### src/rtl/mem_dma_engine_if.sv
// Data-memory port of the block-copy engine: address, write data/strobe, read enable and
// combinational read data. The engine drives it as master; the memory (or port mux) is the slave.
interface mem_dma_engine_if #(
    parameter int ADDR_W = 16,
    parameter int DATA_W = 16
);
    logic [ADDR_W-1:0] mem_access_adr;
    logic [DATA_W-1:0] mem_write_data;
    logic              mem_write_en;
    logic              mem_read;
    logic [DATA_W-1:0] mem_read_data;

    modport master (
        output mem_access_adr,
        output mem_write_data,
        output mem_write_en,
        output mem_read,
        input  mem_read_data
    );

    modport slave (
        input  mem_access_adr,
        input  mem_write_data,
        input  mem_write_en,
        input  mem_read,
        output mem_read_data
    );
endinterface

### src/rtl/mem_dma_engine.sv
// Block-copy DMA initiator: moves word_cnt 16-bit words from src to dst, one read then one write per word.
// Optional macro DMA_FILL_EN adds fill_en/fill_data: writes a constant pattern and skips the reads.
module mem_dma_engine #(
    parameter int ADDR_W = 16,
    parameter int DATA_W = 16,
    parameter int CNT_W  = 8
) (
    input  logic              clk,
    input  logic              rst_n,
    input  logic              start,
    input  logic [ADDR_W-1:0] src_adr,
    input  logic [ADDR_W-1:0] dst_adr,
    input  logic [CNT_W-1:0]  word_cnt,
`ifdef DMA_FILL_EN
    input  logic              fill_en,
    input  logic [DATA_W-1:0] fill_data,
`endif
    output logic              busy,
    output logic              done,
    mem_dma_engine_if.master  mem
);

    typedef enum logic [1:0] {
        IDLE  = 2'd0,
        READ  = 2'd1,
        WRITE = 2'd2,
        DONE  = 2'd3
    } state_t;

    state_t            state_reg, state_next;
    logic [ADDR_W-1:0] src_ptr_reg;
    logic [ADDR_W-1:0] dst_ptr_reg;
    logic [CNT_W-1:0]  cnt_reg;
    logic [DATA_W-1:0] data_reg;
    logic              start_fill;
    logic              fill_mode;

`ifdef DMA_FILL_EN
    logic fill_reg;

    always_ff @(posedge clk or negedge rst_n) begin
        if (!rst_n) begin
            fill_reg <= 1'b0;
        end else if (state_reg == IDLE && start) begin
            fill_reg <= fill_en;
        end
    end

    assign start_fill = fill_en;
    assign fill_mode  = fill_reg;
`else
    assign start_fill = 1'b0;
    assign fill_mode  = 1'b0;
`endif

    always_ff @(posedge clk or negedge rst_n) begin
        if (!rst_n) begin
            state_reg <= IDLE;
        end else begin
            state_reg <= state_next;
        end
    end

    // cnt_reg still holds the current word during WRITE, so 1 means this is the last one.
    always_comb begin
        state_next = state_reg;
        case (state_reg)
            IDLE: begin
                if (start) begin
                    if (word_cnt == '0) begin
                        state_next = DONE;
                    end else if (start_fill) begin
                        state_next = WRITE;
                    end else begin
                        state_next = READ;
                    end
                end
            end
            READ:  state_next = WRITE;
            WRITE: begin
                if (cnt_reg == CNT_W'(1)) begin
                    state_next = DONE;
                end else if (fill_mode) begin
                    state_next = WRITE;
                end else begin
                    state_next = READ;
                end
            end
            default: state_next = IDLE;
        endcase
    end

    always_ff @(posedge clk or negedge rst_n) begin
        if (!rst_n) begin
            src_ptr_reg <= '0;
            dst_ptr_reg <= '0;
            cnt_reg     <= '0;
            data_reg    <= '0;
        end else begin
            case (state_reg)
                IDLE: begin
                    if (start) begin
                        src_ptr_reg <= {src_adr[ADDR_W-1:1], 1'b0};
                        dst_ptr_reg <= {dst_adr[ADDR_W-1:1], 1'b0};
                        cnt_reg     <= word_cnt;
`ifdef DMA_FILL_EN
                        data_reg    <= fill_data;
`endif
                    end
                end
                READ: begin
                    data_reg    <= mem.mem_read_data;
                    src_ptr_reg <= src_ptr_reg + ADDR_W'(2);
                end
                WRITE: begin
                    dst_ptr_reg <= dst_ptr_reg + ADDR_W'(2);
                    cnt_reg     <= cnt_reg - CNT_W'(1);
                end
                default: ;
            endcase
        end
    end

    // Outputs depend only on registered state, so reset clears them immediately.
    always_comb begin
        busy               = 1'b0;
        done               = 1'b0;
        mem.mem_read       = 1'b0;
        mem.mem_write_en   = 1'b0;
        mem.mem_access_adr = '0;
        mem.mem_write_data = '0;
        case (state_reg)
            READ: begin
                busy               = 1'b1;
                mem.mem_read       = 1'b1;
                mem.mem_access_adr = src_ptr_reg;
            end
            WRITE: begin
                busy               = 1'b1;
                mem.mem_write_en   = 1'b1;
                mem.mem_access_adr = dst_ptr_reg;
                mem.mem_write_data = data_reg;
            end
            DONE: begin
                busy = 1'b1;
                done = 1'b1;
            end
            default: ;
        endcase
    end

endmodule

### src/flat_wrapper.sv
// flat-port wrapper written by rule: the top's interface ports become plain ports
module mem_dma_engine_flat 
#(
    parameter int ADDR_W = 16,
    parameter int DATA_W = 16,
    parameter int CNT_W  = 8
)
  (clk, rst_n, start, src_adr, dst_adr, word_cnt, busy, done, mem_mem_access_adr, mem_mem_write_data, mem_mem_write_en, mem_mem_read, mem_mem_read_data);
  mem_dma_engine_if #(.ADDR_W(ADDR_W), .DATA_W(DATA_W)) mem_i ();
  input  logic clk;
  input  logic rst_n;
  input  logic start;
  input  logic [ADDR_W-1:0] src_adr;
  input  logic [ADDR_W-1:0] dst_adr;
  input  logic [CNT_W-1:0] word_cnt;
  output logic busy;
  output logic done;
  output wire logic [$bits(mem_i.mem_access_adr)-1:0] mem_mem_access_adr;
  output wire logic [$bits(mem_i.mem_write_data)-1:0] mem_mem_write_data;
  output wire logic [$bits(mem_i.mem_write_en)-1:0] mem_mem_write_en;
  output wire logic [$bits(mem_i.mem_read)-1:0] mem_mem_read;
  input wire logic [$bits(mem_i.mem_read_data)-1:0] mem_mem_read_data;
  assign mem_mem_access_adr = mem_i.mem_access_adr;
  assign mem_mem_write_data = mem_i.mem_write_data;
  assign mem_mem_write_en = mem_i.mem_write_en;
  assign mem_mem_read = mem_i.mem_read;
  assign mem_i.mem_read_data = mem_mem_read_data;
  mem_dma_engine #(.ADDR_W(ADDR_W), .DATA_W(DATA_W), .CNT_W(CNT_W)) u_core (.clk(clk), .rst_n(rst_n), .start(start), .src_adr(src_adr), .dst_adr(dst_adr), .word_cnt(word_cnt), .busy(busy), .done(done), .mem(mem_i));
endmodule
### config.mk
export PLATFORM = sky130hd
export DESIGN_NAME = mem_dma_engine_flat
export DESIGN_NICKNAME = d
export VERILOG_FILES = /design/src/rtl/mem_dma_engine_if.sv /design/src/rtl/mem_dma_engine.sv /design/src/flat_wrapper.sv
export SDC_FILE = /design/constraint.sdc
export NUM_CORES = 1
export LEC_CHECK = 0
export BUFFER_PORTS_ARGS = -buffer_cell sky130_fd_sc_hd__buf_2
export CAP_MARGIN = 10
export CELL_PAD_IN_SITES_DETAIL_PLACEMENT = 1
export CELL_PAD_IN_SITES_GLOBAL_PLACEMENT = 1
export CORE_ASPECT_RATIO = 0.5
export CORE_MARGIN = 10
export CORE_UTILIZATION = 36
export CTS_CLUSTER_SIZE = 24
export DETAILED_ROUTE_END_ITERATION = 7
export PLACE_DENSITY = 0.75
export SLEW_MARGIN = 10
export SYNTH_ARGS = -nofsm -noshare
export SYNTH_HDL_FRONTEND = slang
export SYNTH_SLANG_ARGS = --single-unit
### constraint.sdc
create_clock -name clk -period 1.7 [get_ports clk]
set_input_delay 0 -clock clk [delete_from_list [all_inputs] [get_ports clk]]
set_output_delay 0 -clock clk [all_outputs]
set_load 0.02 [all_outputs]
==> flow_summary_export.csv, run 1 <==
group,metric,value,unit
die,rows,25,
clocking,clock-sinks,56,
worst_hold_path,min_path_type,"in -> reg",
final_layout,synthToLayoutAreaGrowth,60.4,%
clocking,cts_tree,"done",
power_and_ir_drop,power_density,565,nW/um^2
worst_setup_path,crit_path_end_kind,"flip-flop",
die,core_region_area,9600,um^2
global_routing,grt_use_total,0.166,
timing,setup_ws,-105,ps
routing,first_iter_violations,373,
final_layout,postLayoutCellArea,5800,um^2
routing,postRouteWirelength,15600,um
worst_setup_path,reg2regPathDepth,7,
global_routing,grt_pass1_vias,3876,
worst_setup_path,worstSetupPathType,"reg -> reg",
routing,via_per_inst,5.55,
placement,gp_congestion,0.812,
yosys,syn-cell-area,3610,um^2
worst_setup_path,start_kind,"flip-flop",
status,violations,"hold timing, setup timing",
yosys,ys_types,48,
yosys,synth-edff-count,0,
yosys,synth_ff_type,"dfrtp_1",
final_layout,diodes,0,
placement,io_buffers,91,
timing,period_needed,1800,ps
placement,placed_area,4470,um^2
timing,hold_slack,-2.94,ps
yosys,synth_top_cells_by_area,"dfrtp_1 39%, mux2_2 5.6%, a21oi_1 5.5%, mux2i_1 4.2%, nand2_1 4.0%",
routing,first_pass_iters,4,
yosys,yosysTopAreaCell,"dfrtp_1",
timing,worst_pin_slew,583,ps
global_routing,grt_max_degree,36,
worst_hold_path,hold_end,"u_core.cnt_reg[1]",
timing,fin_crit_sh,1.06,
routing,vias,3948,
routing,drc,0,
timing,finalMaxSlewViolations,0,
clocking,path_clk_slew,80,ps
status,status,"finished, violations left",
clocking,htree_levels,2,
final_layout,drive_gt1_frac,0.439,
worst_setup_path,rr_startpoint,"u_core.state_reg[1]",
die,die-area,14700,um^2
final_layout,postLayoutCoreUtil,0.604,
yosys,seq_area_frac_synth,0.388,
final_layout,largest_reg_flops,16,
yosys,async_reset_ff_frac,1.00,
yosys,netlist_top_cells_count,"56 x dfrtp_1, 40 x a21oi_1, 39 x nand2_1",
worst_setup_path,arrival,2000,ps
timing,setup_violations,39,
timing,hold_violations,1,
worst_setup_path,r2r-end,"u_core.dst_ptr_reg[11]",
timing,max_freq,0.554,GHz
die,die-height,90.9,um
final_layout,finalNetCount,644,
die,initial_utilization,0.376,
clocking,cts_buffers,5,
yosys,avgSynthCellArea,8.95,um^2
die,die_x,162,um
clocking,clk-insertion-delay-late,320,ps
timing,skew,14.0,ps
worst_setup_path,cp.required,1900,ps
yosys,synth_top_cell_area_share,0.388,
clocking,cts-root-buf,"clkbuf_16",
power_and_ir_drop,peakVddDrop,0.538,mV
placement,dp_hpwl,8710,um
clocking,clockBufferDepth,2,
yosys,synth-seq-cells,56,
die,io_pins,95,
worst_hold_path,min_from,"word_cnt[1]",
global_routing,grt_first_pass_wirelength,20400,um
routing,antenna_left,0,
yosys,syn_inst,404,
global_routing,grt_overflow_total,0,
power_and_ir_drop,leakagePower,2.57,nW
timing,relSlewSlack,0.612,
worst_hold_path,hold_depth,3,
yosys,synth_fp_nets,473,
global_routing,grt_antenna_before_repair,0,
worst_setup_path,r2r_setup_slack,-100,ps
job,maxCapViolations,0,
yosys,yosysMostFrequentCell,"dfrtp_1",
yosys,yosysWarnings,0,
worst_setup_path,worstPathMaxFanout,9,
timing,rsz0062_at_grt,"true",
routing,wire_per_inst,21.9,um
==> per-stage QoR <==
stage                     setup TNS (ps)  setup WS (ps)  hold WS [ps]  instances  total power, mW
after floorplan                    -9.37          -1.17          -296        404             1.79
after global placement                 0           52.4          29.3        639             2.05
after detailed placement           -99.8          -34.9          25.3        639             2.06
after CTS                           -131          -46.1          5.27        683             3.21
after global routing               -5470           -206          35.4        711             3.43
final                              -1140           -105         -2.94        711             3.28
==> kinds of logic (layout without fill, tap and decap cells) <==
group,count (synthesis),count (layout),synth area share
and+or+nand+nor,144,144,0.221
AOI/OAI and AO/OA,120,120,0.201
DFF,56,56,0.388
buffers and inverters,40,212,0.0571
muxes,33,33,0.0976
adders and majority gates,10,10,0.0346
other,1,1,0.00104
==> routing by layer <==
| layer | GRT usage | part of all wire | vias up |
|---|---|---|---|
| met5 | 0 | 0 | - |
| met4 | 0.0316 | 0.015 | 0 |
| met3 | 0.0341 | 0.049 | 23 |
| met2 | 0.288 | 0.52 | 125 |
| met1 | 0.210 | 0.42 | 1975 |
| li1 | - | - | 1825 |
==> layout by cell type, fill, tap and decap left out, types with 8 or more instances in the layout <==
cell,synthesis,final
buf_2,7,76
dfrtp_1,56,55
buf_4,2,50
dlygate4sd3_1,0,35
a21oi_1,40,32
nand2_1,39,30
nand3_1,25,23
and2_1,17,17
mux2_2,18,17
o21ai_0,25,17
mux2i_1,15,15
clkbuf_16,0,14
buf_6,5,13
o22ai_1,23,11
nand4_1,10,10
nor2b_1,14,9
o22ai_2,0,9
inv_1,10,8
a21oi_2,0,8
buf_12,0,8
==> worst max path at each step <==
stage / startpoint / end / slack (ps)
floorplan: u_core.state_reg[0] / u_core.dst_ptr_reg[4] / -1
global placement: u_core.state_reg[1] / u_core.src_ptr_reg[6] / 50
detailed placement: u_core.state_reg[1] / u_core.src_ptr_reg[6] / -30
CTS: u_core.state_reg[1] / mem_mem_access_adr[15] / -50
global route: u_core.state_reg[1] / u_core.dst_ptr_reg[11] / -210
finish: u_core.state_reg[1] / u_core.dst_ptr_reg[11] / -100
==> critical path, stage by stage (launching register included) <==
cell,delay (ps)
dfrtp_1,440
inv_2,140
ha_4,200
mux2i_1,350
buf_4,240
a21oi_1,70
o32ai_1,160
a21oi_1,80
==> cell type report <==
class / instances / area, um^2
sequential: 56 / 1400
multi-input combinational: 308 / 2340
clock buffer: 5 / 125
clock inverter: 3 / 21.3
timing repair buffer: 194 / 1700
tap: 135 / 169
inverter: 10 / 37.5
fill: 1062 / 3800
==> where the power goes <==
group	switching, mW	total (mW)	leakage (nW)	internal, mW
logic	0.298	0.586	1.84	0.288
clock network	0.574	1.13	0.0702	0.553
registers	0.141	1.57	0.665	1.43
total	1.01	3.28	2.57	2.27
==> repair_timing <==
action | 4_1_cts | 5_1_grt
gates cloned | 1 | 10
pin swaps | 1 | 25
resized for setup | 30 | 83
setup endpoints to repair | 38 | 49
endpoints found under the hold margin | 55 | 1
setup buffers | 1 | 17
hold buffers | 34 | 1
No activity file was read; power rests on OpenSTA's default activity.
==> run 2, diff against run 1 <==
- CORE_UTILIZATION: 36 -> 41
- CTS_BUF_LIST: unset -> sky130_fd_sc_hd__clkbuf_4
- PLACE_DENSITY: 0.75 -> 0.81
- clock period: 1.7 -> 1.9 ns (I/O delays scaled with it)
==> flow_summary_export.csv, run 2 (synthesis results as in run 1) <==
group,metric,value,unit
routing,antenna_left,0,
die,rows,24,
worst_setup_path,cp.required,2250,ps
power_and_ir_drop,peakVddDrop,0.298,mV
power_and_ir_drop,power,2.52,mW
worst_hold_path,min_path_type,"in -> reg",
clocking,clock-sinks,56,
worst_setup_path,worstSetupPathType,"reg -> reg",
timing,setup_violations,0,
routing,via_per_inst,5.59,
worst_setup_path,crit_path_end_kind,"flip-flop",
routing,first_pass_iters,4,
clocking,clk-insertion-delay-late,410,ps
status,status,"complete, no violations",
clocking,cts_buffers,5,
timing,skew,10.0,ps
timing,hold_violations,0,
timing,hold_slack,12.3,ps
worst_setup_path,path_depth,6,
placement,gp_congestion,0.866,
clocking,htree_levels,2,
global_routing,grt_antenna_before_repair,0,
die,die_x,153,um
final_layout,final_cell_mix,"85 x buf_2, 56 x dfrtp_1, 51 x dlygate4sd3_1",
power_and_ir_drop,leakagePower,2.21,nW
timing,worst_pin_slew,496,ps
die,core_region_area,8650,um^2
clocking,clockBufferDepth,2,
power_and_ir_drop,power_density,502,nW/um^2
die,die-area,13200,um^2
routing,drc,0,
power_and_ir_drop,p_comb_frac,0.226,
timing,setup_ws,60.4,ps
final_layout,synthToLayoutAreaGrowth,38.7,%
final_layout,diodes,0,
placement,dp_hpwl,8590,um
worst_setup_path,reg2regPathDepth,6,
power_and_ir_drop,p_sw_frac,0.324,
job,maxCapViolations,0,
routing,first_iter_violations,206,
worst_hold_path,hold_depth,4,
clocking,cts_tree,"done",
global_routing,grt_pass1_vias,3941,
worst_hold_path,min_from,"dst_adr[10]",
worst_setup_path,cpPeakStageDelay,530,ps
routing,vias,3771,
timing,period_needed,1840,ps
global_routing,grt_first_pass_wirelength,20400,um
global_routing,grt_overflow_total,0,
power_and_ir_drop,p_clk_frac,0.230,
global_routing,grt_use_total,0.184,
routing,wire_per_inst,19.1,um
die,die-height,86.4,um
clocking,path_clk_slew,180,ps
worst_setup_path,crit_family,"simple AND/OR/NAND/NOR gates",
timing,max_freq,0.544,GHz
worst_setup_path,start_kind,"flip-flop",
worst_setup_path,worstPathMaxFanout,8,
final_layout,largest_reg_flops,16,
power_and_ir_drop,power.internal,1.70,mW
worst_setup_path,cp.buffers_inverters,1,
power_and_ir_drop,power_switching,814,uW
placement,place_worst_setup_slack,-10.5,ps
global_routing,grt_max_degree,57,
worst_setup_path,rr_startpoint,"u_core.state_reg[1]",
power_and_ir_drop,power_frac_seq,0.544,
worst_setup_path,startpoint,"u_core.state_reg[1]",
clocking,cts-root-buf,"clkbuf_4",
timing,fin_crit_sh,0.968,
placement,io_buffers,91,
final_layout,finalNetCount,626,
final_layout,final_common_cell,"buf_2",
worst_setup_path,arrival,2190,ps
timing,relSlewSlack,0.667,
die,io_pins,95,
timing,finalMaxSlewViolations,0,
final_layout,drive_gt1_frac,0.303,
routing,postRouteWirelength,12900,um
worst_setup_path,path_cells,"buf_4 -> ha_4 -> and4_4 -> nand4_4 -> or4_1 -> nand3_1",
die,initial_utilization,0.418,
worst_setup_path,critPathSlowestCell,"or4_1",
-- run 2: power groups by stage --
| stage | clock network [mW] | logic (mW) | registers (mW) |
|---|---|---|---|
| CTS | 0.599 | 0.555 | 1.36 |
| global route | 0.644 | 0.623 | 1.38 |
| detailed placement | 0 | 0.476 | 1.38 |
| global placement | 0 | 0.460 | 1.38 |
| finish | 0.578 | 0.568 | 1.37 |
| floorplan | 0 | 0.253 | 1.34 |
-- run 2: layout make-up --
class / instances / area [um^2]
inverters: 10 / 37.5
clock buffers: 5 / 37.5
flip-flops and latches: 56 / 1400
fillers: 1038 / 3630
well taps: 117 / 146
clock inverters: 3 / 23.8
multi-input cells: 308 / 2060
repair buffers: 176 / 1310
-- run 2: stage by stage --
stage | TNS, ps | util | cells | instance area [um^2]
finish | 0 | 0.580 | 675 | 5010
detailed placement | -10.5 | 0.498 | 613 | 4310
floorplan | 0 | - | 404 | 3610
global route | -10.3 | 0.580 | 675 | 5010
CTS | -3.05 | 0.570 | 673 | 4930
global placement | 0 | 0.498 | 613 | 4310
-- run 2: worst paths after layout --
| check | slack [ps] | endpoint |
|---|---|---|
| setup / recovery | 60 | u_core.dst_ptr_reg[14] |
| hold / removal | 10 | u_core.dst_ptr_reg[10] |
| setup reg to reg | 60 | u_core.dst_ptr_reg[14] |
| hold reg to reg | 530 | u_core.data_reg[8] |
| max in group asynchronous | 1540 | u_core.data_reg[15] |
| min in group asynchronous | 100 | u_core.state_reg[0] |
-- run 2: per-layer routing --
metal	GRT usage	share of wire	vias to the layer above
met5	0	0	-
met4	0.0439	0.016	0
met3	0.0331	0.040	20
met2	0.328	0.51	85
met1	0.227	0.43	1873
li1	-	-	1793
-- run 2: worst min-delay path: cells and delay by family --
family | cells | cell delay [ps]
buffers and inverters | 2 | 110
AO/OA/AOI/OAI | 2 | 290
-- run 2: what timing repair did --
| item | CTS | global route |
|---|---|---|
| endpoints found under the setup margin | 40 | 54 |
| endpoints found under the hold margin | 106 | 0 |
| setup buffers | 1 | 1 |
| gates cloned | 0 | 1 |
| hold buffers | 51 | 0 |
| resized for setup | 9 | 17 |
| pin swaps | 1 | 2 |
==> run 3, diff against run 2 <==
- PLACE_DENSITY: 0.81 -> unset
- PLACE_DENSITY_LB_ADDON: unset -> 0.1
==> flow_summary_export.csv, run 3 (synthesis results as in run 1) <==
group,metric,value,unit
status,status,"complete, no violations",
power_and_ir_drop,p_comb_frac,0.194,
timing,worst_pin_slew,766,ps
placement,io_buffers,91,
die,initial_utilization,0.418,
placement,place_worst_setup_slack,66.9,ps
routing,drc,0,
timing,finalMaxSlewViolations,0,
timing,skew,7.37,ps
routing,drt-met1-wl,5670,um
worst_setup_path,crit_path_end_kind,"flip-flop",
timing,tns,0,ps
routing,highest_layer,"met4",
die,die-area,13200,um^2
final_layout,diodes,0,
clocking,cts-root-buf,"clkbuf_4",
routing,antenna_left,0,
final_layout,finalNetCount,625,
placement,gp_congestion,0.805,
global_routing,grt_pass1_vias,3937,
timing,period_needed,1830,ps
global_routing,grt_use_total,0.186,
power_and_ir_drop,p_sw_frac,0.302,
timing,relSlewSlack,0.489,
final_layout,fill_cells,1013,
final_layout,fin_cells,674,
timing,hold_slack,25.8,ps
routing,met3WireLength,740,um
global_routing,grt_max_degree,57,
power_and_ir_drop,p_clk_frac,0.273,
worst_setup_path,cp.required,2190,ps
worst_hold_path,min_path_type,"in -> reg",
clocking,clockBufferDepth,2,
final_layout,multiInputGateArea,2060,um^2
final_layout,drive_gt1_frac,0.296,
routing,via_per_inst,5.55,
routing,postRouteWirelength,12900,um
power_and_ir_drop,power_frac_seq,0.533,
final_layout,final_common_cell,"buf_2",
global_routing,grt_antenna_before_repair,0,
clocking,cts_tree,"done",
final_layout,postLayoutCoreUtil,0.580,
final_layout,postLayoutCellArea,5020,um^2
global_routing,grt_overflow_total,0,
clocking,clk-insertion-delay-late,390,ps
routing,vias,3738,
final_layout,seq_area,1400,um^2
final_layout,synthToLayoutAreaGrowth,38.8,%
die,core_region_area,8650,um^2
final_layout,largest_reg_flops,16,
worst_setup_path,critPathSlowestCell,"dfrtp_1",
clocking,htree_levels,2,
global_routing,grt_first_pass_wirelength,20600,um
timing,max_freq,0.548,GHz
routing,first_pass_iters,4,
worst_setup_path,cpPeakStageDelay,440,ps
timing,fin_crit_sh,0.961,
worst_setup_path,reg2regPathDepth,7,
placement,dp.cells,607,
routing,wire_per_inst,19.1,um
power_and_ir_drop,peakVddDrop,0.314,mV
clocking,cts_buffers,5,
job,maxCapViolations,0,
die,die-height,86.4,um
worst_setup_path,worstSetupPathType,"reg -> reg",
routing,first_iter_violations,164,
die,rows,24,
timing,hold_violations,0,
power_and_ir_drop,power.internal,1.81,mW
worst_setup_path,path_cells,"inv_2 -> ha_2 -> buf_4 -> nand2_1 -> or2_2 -> o22ai_1 -> a211oi_1",
worst_setup_path,start_kind,"flip-flop",
die,io_pins,95,
placement,dp_hpwl,8790,um
timing,setup_violations,0,
worst_setup_path,arrival,2120,ps
power_and_ir_drop,power_density,517,nW/um^2
die,die_x,153,um
placement,placed_area,4280,um^2
timing,rsz0062_at_grt,"true",
timing,setup_ws,74.9,ps
power_and_ir_drop,power_switching,784,uW
worst_hold_path,hold_depth,5,
worst_setup_path,worstPathMaxFanout,12,
power_and_ir_drop,power,2.59,mW
final_layout,final_cell_mix,"90 x buf_2, 56 x dfrtp_1, 52 x dlygate4sd3_1",
routing,met2_length,6330,um
power_and_ir_drop,leakagePower,2.21,nW
clocking,path_clk_slew,180,ps
clocking,clock-sinks,56,
[run 3: worst max-delay path, delay by kind of cell, from the launching register on]
| family | cells | cell delay (ps) |
|---|---|---|
| compound gates | 2 | 290 |
| simple gates | 2 | 440 |
| flops | 1 | 440 |
| buf+inv | 2 | 310 |
| fa+ha+maj | 1 | 240 |
[run 3: path summary, 6_finish.rpt]
path	startpoint	end	slack [ps]
setup / recovery	u_core.state_reg[1]	u_core.src_ptr_reg[11]	70
hold / removal	dst_adr[13]	u_core.dst_ptr_reg[13]	30
setup reg to reg	u_core.state_reg[1]	u_core.src_ptr_reg[11]	70
hold reg to reg	u_core.data_reg[7]	u_core.data_reg[7]	530
max in group asynchronous	rst_n	u_core.cnt_reg[7]	1120
min in group asynchronous	rst_n	u_core.data_reg[12]	260
[run 3: what timing repair did]
action	4_1_cts	5_1_grt
buffers inserted	2	3
hold buffers	52	0
pin swaps	0	2
gates cloned	0	2
endpoints found under the hold margin	107	0
gates resized for setup	9	3
endpoints found under the setup margin	13	9
[run 3: final cells by class]
type / count / share of cell area
clock buffers: 5 / 0.00748
clock inverters: 3 / 0.00947
inverters: 10 / 0.00748
multi-input cells: 308 / 0.410
flip-flops and latches: 56 / 0.279
well taps: 117 / 0.0292
repair buffers: 175 / 0.258
[run 3: layer usage]
metal	up-vias	GRT usage
li1	1791	-
met1	1844	0.228
met2	91	0.327
met3	12	0.0494
met4	0	0.0327
met5	-	0
[run 3: power groups by stage]
stage	logic, mW	clock network (mW)	registers (mW)
2_1_floorplan	0.253	0	1.34
3_3_place_gp	0.402	0	1.40
3_5_place_dp	0.418	0	1.40
4_1_cts	0.502	0.726	1.38
5_1_grt	0.554	0.778	1.40
6_report	0.502	0.709	1.38
